<file path="src/rtl/bp_pkg.sv">
// Shared branch-prediction types and constants, used by the resolve unit and the predictor.
package bp_pkg;

  localparam int BP_XLEN = 32;
  localparam int PC_STEP = 4;

  typedef struct packed {
    logic               valid;
    logic               pred_taken;
    logic [BP_XLEN-1:0] pred_target;
  } bp_pred_t;

  typedef struct packed {
    logic [BP_XLEN-1:0] pc;
    logic               taken;
    logic [BP_XLEN-1:0] target;
  } bp_upd_t;

endpackage

</file>
<file path="src/rtl/branch_resolve_unit_if.sv">
// Resolve-unit result bundle: fetch redirect to the hazard unit and write port to the predictor.
interface branch_resolve_unit_if #(
  parameter int XLEN = 32
);

  logic            mispredict;
  logic [XLEN-1:0] redirect_pc;
  logic            upd_valid;
  logic [XLEN-1:0] upd_pc;
  logic            upd_taken;
  logic [XLEN-1:0] upd_target;

  modport master (
    output mispredict, redirect_pc,
    output upd_valid, upd_pc, upd_taken, upd_target
  );

  modport slave (
    input mispredict, redirect_pc,
    input upd_valid, upd_pc, upd_taken, upd_target
  );

endinterface

</file>
<file path="src/rtl/bp_pred_stage.sv">
// One pipeline register for a prediction record; flush beats stall beats advance.
module bp_pred_stage
  import bp_pkg::*;
(
  input  logic     clk,
  input  logic     reset,
  input  logic     flush,
  input  logic     stall,
  input  bp_pred_t d,
  output bp_pred_t q
);

  always_ff @(posedge clk) begin
    if (reset || flush) begin
      q <= '0;
    end else if (!stall) begin
      q <= d;
    end
  end

endmodule

</file>
<file path="src/rtl/branch_resolve_unit.sv">
// Carries IF predictions to EX, flags mispredicts with the corrected PC and writes the predictor.
// Define BP_PERF_CNT_EN to add the perf_branches / perf_mispredicts counters.
module branch_resolve_unit
  import bp_pkg::*;
#(
  // Must match bp_pkg::BP_XLEN; the prediction records are sized from the package.
  parameter int XLEN    = BP_XLEN,
  parameter int PC_STEP = bp_pkg::PC_STEP
) (
  input  logic            clk,
  input  logic            reset,
  input  logic            valid_if,
  input  logic            pred_taken_if,
  input  logic [XLEN-1:0] pred_target_if,
  input  logic            stall_id,
  input  logic            flush_id,
  input  logic            stall_ex,
  input  logic            flush_ex,
  input  logic [XLEN-1:0] pc_ex,
  input  logic            is_branch_ex,
  input  logic            br_taken_ex,
  input  logic [XLEN-1:0] br_target_ex,
  branch_resolve_unit_if.master rsp
`ifdef BP_PERF_CNT_EN
  ,
  output logic [31:0]     perf_branches,
  output logic [31:0]     perf_mispredicts
`endif
);

  bp_pred_t        if_pred;
  bp_pred_t        id_pred;
  bp_pred_t        ex_pred;
  logic            ex_live;
  logic            live_branch;
  logic            br_mismatch;
  logic            ex_mispredict;
  logic [XLEN-1:0] seq_pc;
  logic            upd_valid_q;
  bp_upd_t         upd_q;

  assign if_pred = '{valid: valid_if, pred_taken: pred_taken_if, pred_target: pred_target_if};

  bp_pred_stage u_id_stage (
    .clk   (clk),
    .reset (reset),
    .flush (flush_id),
    .stall (stall_id),
    .d     (if_pred),
    .q     (id_pred)
  );

  bp_pred_stage u_ex_stage (
    .clk   (clk),
    .reset (reset),
    .flush (flush_ex),
    .stall (stall_ex),
    .d     (id_pred),
    .q     (ex_pred)
  );

  assign ex_live     = ex_pred.valid & ~stall_ex;
  assign live_branch = ex_live & is_branch_ex;
  assign seq_pc      = pc_ex + XLEN'(PC_STEP);

  // Target only matters when both sides agree the branch is taken.
  always_comb begin
    br_mismatch = 1'b0;
    if (ex_pred.pred_taken != br_taken_ex) begin
      br_mismatch = 1'b1;
    end else if (br_taken_ex && (ex_pred.pred_target != br_target_ex)) begin
      br_mismatch = 1'b1;
    end
  end

  // A non-branch predicted taken is an aliased table hit and must fall through.
  assign ex_mispredict = ex_live & (is_branch_ex ? br_mismatch : ex_pred.pred_taken);

  assign rsp.mispredict  = ex_mispredict;
  assign rsp.redirect_pc = (is_branch_ex && br_taken_ex) ? br_target_ex : seq_pc;

  always_ff @(posedge clk) begin
    if (reset) begin
      upd_valid_q <= 1'b0;
      upd_q       <= '0;
    end else begin
      upd_valid_q <= live_branch;
      if (live_branch) begin
        upd_q <= '{pc: pc_ex, taken: br_taken_ex, target: br_target_ex};
      end
    end
  end

  assign rsp.upd_valid  = upd_valid_q;
  assign rsp.upd_pc     = upd_q.pc;
  assign rsp.upd_taken  = upd_q.taken;
  assign rsp.upd_target = upd_q.target;

`ifdef BP_PERF_CNT_EN
  always_ff @(posedge clk) begin
    if (reset) begin
      perf_branches    <= '0;
      perf_mispredicts <= '0;
    end else begin
      if (live_branch && (perf_branches != 32'hFFFF_FFFF)) begin
        perf_branches <= perf_branches + 32'd1;
      end
      if (ex_mispredict && (perf_mispredicts != 32'hFFFF_FFFF)) begin
        perf_mispredicts <= perf_mispredicts + 32'd1;
      end
    end
  end
`endif

endmodule

</file>
<file path="src/flat_wrapper.sv">
// flat-port wrapper written by rule: the top's interface ports become plain ports
module branch_resolve_unit_flat import bp_pkg::*;
#(
                                                                                   
  parameter int XLEN    = BP_XLEN,
  parameter int PC_STEP = bp_pkg::PC_STEP
)
  (clk, reset, valid_if, pred_taken_if, pred_target_if, stall_id, flush_id, stall_ex, flush_ex, pc_ex, is_branch_ex, br_taken_ex, br_target_ex, rsp_mispredict, rsp_redirect_pc, rsp_upd_valid, rsp_upd_pc, rsp_upd_taken, rsp_upd_target);
  branch_resolve_unit_if #(.XLEN(XLEN)) rsp_i ();
  input  logic clk;
  input  logic reset;
  input  logic valid_if;
  input  logic pred_taken_if;
  input  logic [XLEN-1:0] pred_target_if;
  input  logic stall_id;
  input  logic flush_id;
  input  logic stall_ex;
  input  logic flush_ex;
  input  logic [XLEN-1:0] pc_ex;
  input  logic is_branch_ex;
  input  logic br_taken_ex;
  input  logic [XLEN-1:0] br_target_ex;
  output wire logic [$bits(rsp_i.mispredict)-1:0] rsp_mispredict;
  output wire logic [$bits(rsp_i.redirect_pc)-1:0] rsp_redirect_pc;
  output wire logic [$bits(rsp_i.upd_valid)-1:0] rsp_upd_valid;
  output wire logic [$bits(rsp_i.upd_pc)-1:0] rsp_upd_pc;
  output wire logic [$bits(rsp_i.upd_taken)-1:0] rsp_upd_taken;
  output wire logic [$bits(rsp_i.upd_target)-1:0] rsp_upd_target;
  assign rsp_mispredict = rsp_i.mispredict;
  assign rsp_redirect_pc = rsp_i.redirect_pc;
  assign rsp_upd_valid = rsp_i.upd_valid;
  assign rsp_upd_pc = rsp_i.upd_pc;
  assign rsp_upd_taken = rsp_i.upd_taken;
  assign rsp_upd_target = rsp_i.upd_target;
  branch_resolve_unit #(.XLEN(XLEN), .PC_STEP(PC_STEP)) u_core (.clk(clk), .reset(reset), .valid_if(valid_if), .pred_taken_if(pred_taken_if), .pred_target_if(pred_target_if), .stall_id(stall_id), .flush_id(flush_id), .stall_ex(stall_ex), .flush_ex(flush_ex), .pc_ex(pc_ex), .is_branch_ex(is_branch_ex), .br_taken_ex(br_taken_ex), .br_target_ex(br_target_ex), .rsp(rsp_i));
endmodule
</file>
<file path="config.mk">
export PLATFORM = sky130hd
export DESIGN_NAME = branch_resolve_unit_flat
export DESIGN_NICKNAME = d
export VERILOG_FILES = /design/src/rtl/bp_pkg.sv /design/src/rtl/branch_resolve_unit_if.sv /design/src/rtl/bp_pred_stage.sv /design/src/rtl/branch_resolve_unit.sv /design/src/flat_wrapper.sv
export SDC_FILE = /design/constraint.sdc
export NUM_CORES = 1
export LEC_CHECK = 0
export ABC_AREA = 0
export BUFFER_PORTS_ARGS = -buffer_cell sky130_fd_sc_hd__buf_4
export CAP_MARGIN = 10
export CORE_UTILIZATION = 33
export DETAILED_ROUTE_END_ITERATION = 6
export PLACE_DENSITY = 0.54
export SLEW_MARGIN = 20
export SYNTH_ARGS = -nofsm -noshare
export SYNTH_HDL_FRONTEND = slang
export SYNTH_SLANG_ARGS = --single-unit
export TNS_END_PERCENT = 100
</file>
<file path="constraint.sdc">
create_clock -name clk -period 2.1 [get_ports clk]
set_clock_uncertainty 0.2 [all_clocks]
set_input_delay 0.105 -clock clk [delete_from_list [all_inputs] [get_ports clk]]
set_output_delay 0.105 -clock clk [all_outputs]
set_load 0.02 [all_outputs]
</file>
==> results of run 1 <==
-- how the worst max path moves through the flow --
stage | start | to
final | u_core.u_ex_stage.q[17] | rsp_mispredict
after global routing | u_core.u_ex_stage.q[17] | rsp_mispredict
after CTS | u_core.u_ex_stage.q[26] | rsp_mispredict
after detailed placement | pc_ex[17] | rsp_redirect_pc[31]
after global placement | pc_ex[17] | rsp_redirect_pc[31]
after floorplan | pc_ex[5] | rsp_redirect_pc[29]
-- worst max-delay path, cell delays in order (launching register included) --
cell and delay, ns:
dfxtp_2 0.32, xor2_1 0.16, nor4_2 0.30, buf_4 0.17, nand4_1 0.10, nor4_2 0.28, a21oi_2 0.13, buf_6 0.15
-- cells by family (layout without fill, tap and decap cells) --
| kind of cell | after synthesis | in the layout | share of synthesized area |
|---|---|---|---|
| compound gates | 97 | 97 | 0.0830 |
| xor+xnor | 59 | 59 | 0.0879 |
| fa+ha+maj | 1 | 1 | 0.00213 |
| buf+inv | 52 | 360 | 0.0345 |
| flops | 134 | 134 | 0.456 |
| mux | 68 | 68 | 0.116 |
| simple gates | 306 | 306 | 0.220 |
-- power groups by stage --
stage,Combinational [µW],Clock (µW),Sequential (µW)
2_1_floorplan,324,0,2640
3_3_place_gp,729,0,2640
3_5_place_dp,729,0,2640
4_1_cts,882,2980,2590
5_1_grt,940,3090,2590
6_report,881,2910,2590
-- through the flow --
stage | setup WS (ns) | utilization | hold slack (ns) | power [µW] | setup TNS (ns)
floorplan | 0.0860 | - | 0.0410 | 2960 | 0
global placement | 0.0764 | 0.442 | 0.135 | 3370 | 0
detailed placement | 0.0700 | 0.442 | 0.143 | 3370 | 0
CTS | -0.309 | 0.534 | 0.0776 | 6450 | -0.309
global route | -0.350 | 0.536 | 0.0942 | 6620 | -0.350
finish | -0.223 | 0.536 | 0.0809 | 6380 | -0.223
-- state kept, by name, summed over array words and instances (netlist names) --
name / flops
u_core.u_id_stage.q: 34
u_core.rsp.upd_taken: 1
u_core.rsp.upd_pc: 32
u_core.u_ex_stage.q: 34
u_core.rsp.upd_target: 32
u_core.rsp.upd_valid: 1
-- area by class of cell --
type / count / share of cell area
well taps: 225 / 0.0303
repair buffers: 325 / 0.293
multi-input cells: 531 / 0.325
flip-flops and latches: 134 / 0.289
inverters: 3 / 0.00121
clock inverters: 14 / 0.0144
clock buffers: 18 / 0.0472
-- metal layers --
layer  up-vias  part of all wire
met2       198              0.47
met4         0             0.018
met5         -                 0
met1      2727              0.45
met3        19             0.063
li1       2965                 -
-- cells in the final DEF (no fill, tap or decap), drive strengths merged --
cell type	synthesis	final
o21ai	25	25
a22oi	1	1
bufinv	0	2
nor4	8	8
nand3	9	9
and2	3	3
dlymetal6s4s	0	1
nor2b	1	1
ha	1	1
and4	5	5
nor3	7	7
or2	3	3
dlygate4sd3	0	100
nor2	77	77
or3	1	1
clkinv	0	7
buf	6	224
inv	3	4
xnor2	22	22
mux2i	68	68
nand2	175	175
dfxtp	134	134
clkinvlp	0	4
and3	4	4
xor2	37	37
a21oi	71	71
nand4	12	12
or4	1	1
clkbuf	43	18
-- what timing repair did --
item / 4_1_cts / 5_1_grt
hold endpoints to repair: 100 / 1
resized for setup: 2 / 8
endpoints found under the setup margin: 1 / 4
setup buffers: 1 / 1
pin swaps: 4 / 6
hold buffers: 101 / 1
==> run metrics, run 1 <==
status finished, violations left; failing checks setup timing; Avg Inst Size Synth 8.20 µm²; post-route minimum period 2.32 ns; Cell Count, Final, Fillers Out 1250; initial antenna violation count 0; WL final 21.1 mm; yosys warns 0; Startpoint Class register; met2 Track Usage GR 0.381; fill count roughly 1700; Reg2Reg Depth 4; Rel. slew slack 0.472; P_int 4780 µW; die span in y ~140 µm; Pins Over Slew Limit 0; Psw around 1600 µW; met1 GRT Util 0.300; met3 usage 0.0542; die width 135 µm; combinational power share 0.138; Reg power frac 0.406; Reg-to-Reg Start u_core.u_ex_stage.q[33]; via/cell ratio 4.73; CTS Buf Count 17; TritonCTS clock tree done; H-Tree Depth 4; count of cell types in the netlist 29; RSZ-0062 raised after global routing true; port bufs 204; Synth area leaders dfxtp_1 46%, mux2i_1 12%, nand2_1 11%; DR WL/cell around 17 µm; worst reg2reg setup slack ~0.26 ns; total track usage 0.232; crit path DAT 2.02 ns; clock share of power 0.456; first-pass GRT wire length 31.6 mm; Vias 5909; Post-DP Area 0.00767 mm²; Synth-to-Final Area Change 58.2%; RR Endpoint u_core.rsp.upd_valid; clk_lat worst skew 0.42 ns; Starting Density 0.339; Tightest Hold Check Type input port to register; core area 0.0174 mm²; required time worst endpoint 1.79 ns; worst setup margin -0.223 ns; Setup Crit Path Kind register to primary output; ratio of cells with drive above 1 in the final layout 0.265; CP endpoint kind primary output; clk buf depth 2; io pins 205; Yosys top cell by area dfxtp_1; LEAKAGE about 0.0040 µW; row cnt 48; Root Buffer clkbuf_16; Fmax 0.430 GHz; GRT Residual Overflow 0; Syn Inst Count 717; DRC Markers 0; Post-synth top cells 175 x nand2_1, 134 x dfxtp_1, 77 x nor2_1; sequential-to-total area share from yosys stat 0.456; Tightest Pin Transition between 0.7 and 0.8 ns; main flop type after synthesis dfxtp_1; antenna-violating nets left 0; setup violators final 1; Diodes inserted 0; Power Density between 600 and 700 mW/mm²; Clock transition at path regs 0.06 ns; Post-synth EDFFs 0; synthesized cell area 0.00588 mm²; syn nets around 820; placed cell count 1116; clk sink count 134; Final Hold Fails 0; layout net count 1119; Initial DRT Pass Iterations 5; Switching Fraction 0.251; #FFs+latches synth around 130; Async SR Flop Fraction 0; worst vdd ir 0.000529 V; fin crit share 1.11; vias in the first global route 5683; Hold EP u_core.rsp.upd_pc[15]; most frequent cell after synthesis nand2_1; hold path cells 4; top cell type's share of synthesized area 0.456; min-delay src pc_ex[15]; Most Crowded Layer GR met2; Multi-input gate area 0.00303 mm²; Max Cap Viol 0; initial drt markers 247; pin count of the biggest net entering global routing 67; sequential standard cell area around 0.0027 mm²; final RePlAce weighted congestion 0.855; final instance area 0.00930 mm²; DPL Wire Length 14.6 mm; die area around 0.018 mm²; largest driver fanout on the critical path 2
(Power assumes the default switching activity.)
==> run 2: changes to the inputs <==
CORE_UTILIZATION = 50   (was 33)
PLACE_DENSITY = 0.77   (was 0.54)
REMOVE_ABC_BUFFERS = 1   (was default)
==> run 2 against run 1 <==
Effect of this change:
- setup slack better by 0.085 ns
- clock power rose by 8.9%
- power up 4.5%
- sequential share of layout area shrank 0.14 points
- cell count down 6.2%
- the flow still finishes with violations (setup timing)
- critical path type unchanged
- sequential power is essentially flat
- flip-flop and latch count stayed put
- first-iteration DRC count grew 110%
- global-route usage increased by 12 points
- register-to-register slack worse by 0.16 ns
- utilization is 28 points higher
- clock-buffer cell count is 1 higher
==> run metrics, run 2 (synthesis gave the netlist of run 1 again) <==
final RePlAce weighted congestion 0.859; Psw between 1500 and 2000 µW; worst setup margin -0.139 ns; setup violators final 1; ratio of cells with drive above 1 in the final layout 0.273; Reg2Reg Depth 6; DRC Markers 0; hold path cells 4; Post-Route Utilization 0.818; Fmax 0.447 GHz; via/cell ratio roughly 5.5; die area 0.0122 mm²; Root Buffer clkbuf_16; Clock transition at path regs 0.06 ns; row cnt 39; Tightest Hold Check Type input port to register; largest driver fanout on the critical path 2; DPL Wire Length 13.3 mm; post-route minimum period 2.24 ns; clk sink count 134; combinational power share 0.136; die span in y roughly 110 µm; Setup Crit Path Kind register to primary output; Switching Fraction 0.240; status finished, violations left; crit path DAT between 1.5 and 2 ns; Starting Density 0.515; die width 110 µm; Diodes inserted 0; Final Hold Fails 0; initial drt markers 508; total track usage 0.352; CTS Buf Count 17; fin crit share 1.07; RSZ-0062 raised after global routing true; GRT Residual Overflow 0; layout net count 1124; required time worst endpoint 1.79 ns; most frequent cells in the layout 221 x buf_4, 173 x nand2_1, 133 x dfxtp_1, 103 x dlygate4sd3_1, 77 x nor2_1; TritonCTS clock tree done; port bufs slightly above 200; pin count of the biggest net entering global routing 57; H-Tree Depth 4; final instance area 0.00934 mm²; top flop regs u_core.u_ex_stage.q: 34 flops, u_core.u_id_stage.q: 34 flops; core area 0.0114 mm²; worst vdd ir around 0.00059 V; Pins Over Slew Limit 0; Power Density 714 mW/mm²; antenna-violating nets left 0; Vias 6446; CP endpoint kind primary output; first-pass GRT wire length 33.7 mm; vias in the first global route around 6700; failing checks setup timing; Rel. slew slack 0.461; commonest non-fill, non-tap cell in the layout buf_4; Startpoint Class register; io pins 205; LEAKAGE 0.00403 µW; Hold Slack between 0.02 and 0.03 ns; clk buf depth 2; Tightest Pin Transition 0.808 ns; P_int 5070 µW; Max Cap Viol 0; initial antenna violation count 0; clk_lat worst skew 0.42 ns; Initial DRT Pass Iterations 5; Reg power frac 0.388; Post-DP Area 0.00758 mm²; clock share of power 0.476; WL final 21.5 mm; DR WL/cell 18.3 µm; Post-Place Setup Slack 0.0602 ns; Synth-to-Final Area Change 59.0%
## run 2: cell count changes in the layout (fill, tap and decap cells not counted), moves of 3 or more
cell           delta
clkinvlp_4        -3
buf_6             +3
and4_1            -3
dlygate4sd3_1     +3
and4_4            +3
clkinv_4          +3
## run 2: final cells by class
class / instances / area (µm²)
well taps: 143 / 179
fillers: 680 / 2080
clock buffers: 19 / 453
repair buffers: 330 / 2780
multi-input cells: 531 / 3060
inverters: 3 / 11.3
clock inverters: 13 / 179
flip-flops and latches: 134 / 2680
## run 2: path summary, 6_finish.rpt
check	from	slack (ns)	endpoint
min reg2reg	u_core.rsp.upd_target[6]	0.26	u_core.rsp.upd_target[6]
max reg2reg	u_core.u_ex_stage.q[33]	0.10	u_core.rsp.upd_target[10]
min	is_branch_ex	0.03	u_core.rsp.upd_pc[0]
max	u_core.u_ex_stage.q[4]	-0.14	rsp_mispredict
## run 2: metrics by stage
stage	std cells	total power, µW	setup TNS (ns)
5_1_grt	1173	6850	-0.261
2_1_floorplan	668	2910	-2.60
6_report	1173	6670	-0.139
3_5_place_dp	1036	3360	0
4_1_cts	1171	6630	-0.167
3_3_place_gp	1036	3340	0
## run 2: layer usage
metal	vias up	track usage	share of wire
met5	-	0	0
li1	2974	-	-
met4	0	0.221	0.046
met3	75	0.0790	0.072
met2	331	0.609	0.51
met1	3066	0.391	0.38
## run 2: what timing repair did
action                                  in CTS  in global routing
resized for setup                            1                 24
hold endpoints to repair                    99                  0
buffers inserted                             0                  2
endpoints found under the setup margin       1                 13
cloned                                       0                  0
pin swaps                                    3                  8
hold buffers                               103                  0
## run 2: power groups by stage
stage / registers (µW) / logic [µW] / clock network, µW
4_1_cts: 2590 / 865 / 3180
2_1_floorplan: 2640 / 268 / 0
6_report: 2590 / 904 / 3170
5_1_grt: 2590 / 951 / 3300
3_5_place_dp: 2640 / 713 / 0
3_3_place_gp: 2640 / 702 / 0
## run 2: worst max-delay path, cell delays in order, from the launching register on
cell	delay (ns)
dfxtp_2	0.34
xor2_2	0.15
nor4_2	0.27
buf_4	0.16
nand4_1	0.15
nor4_2	0.18
a21oi_1	0.09
buf_4	0.17
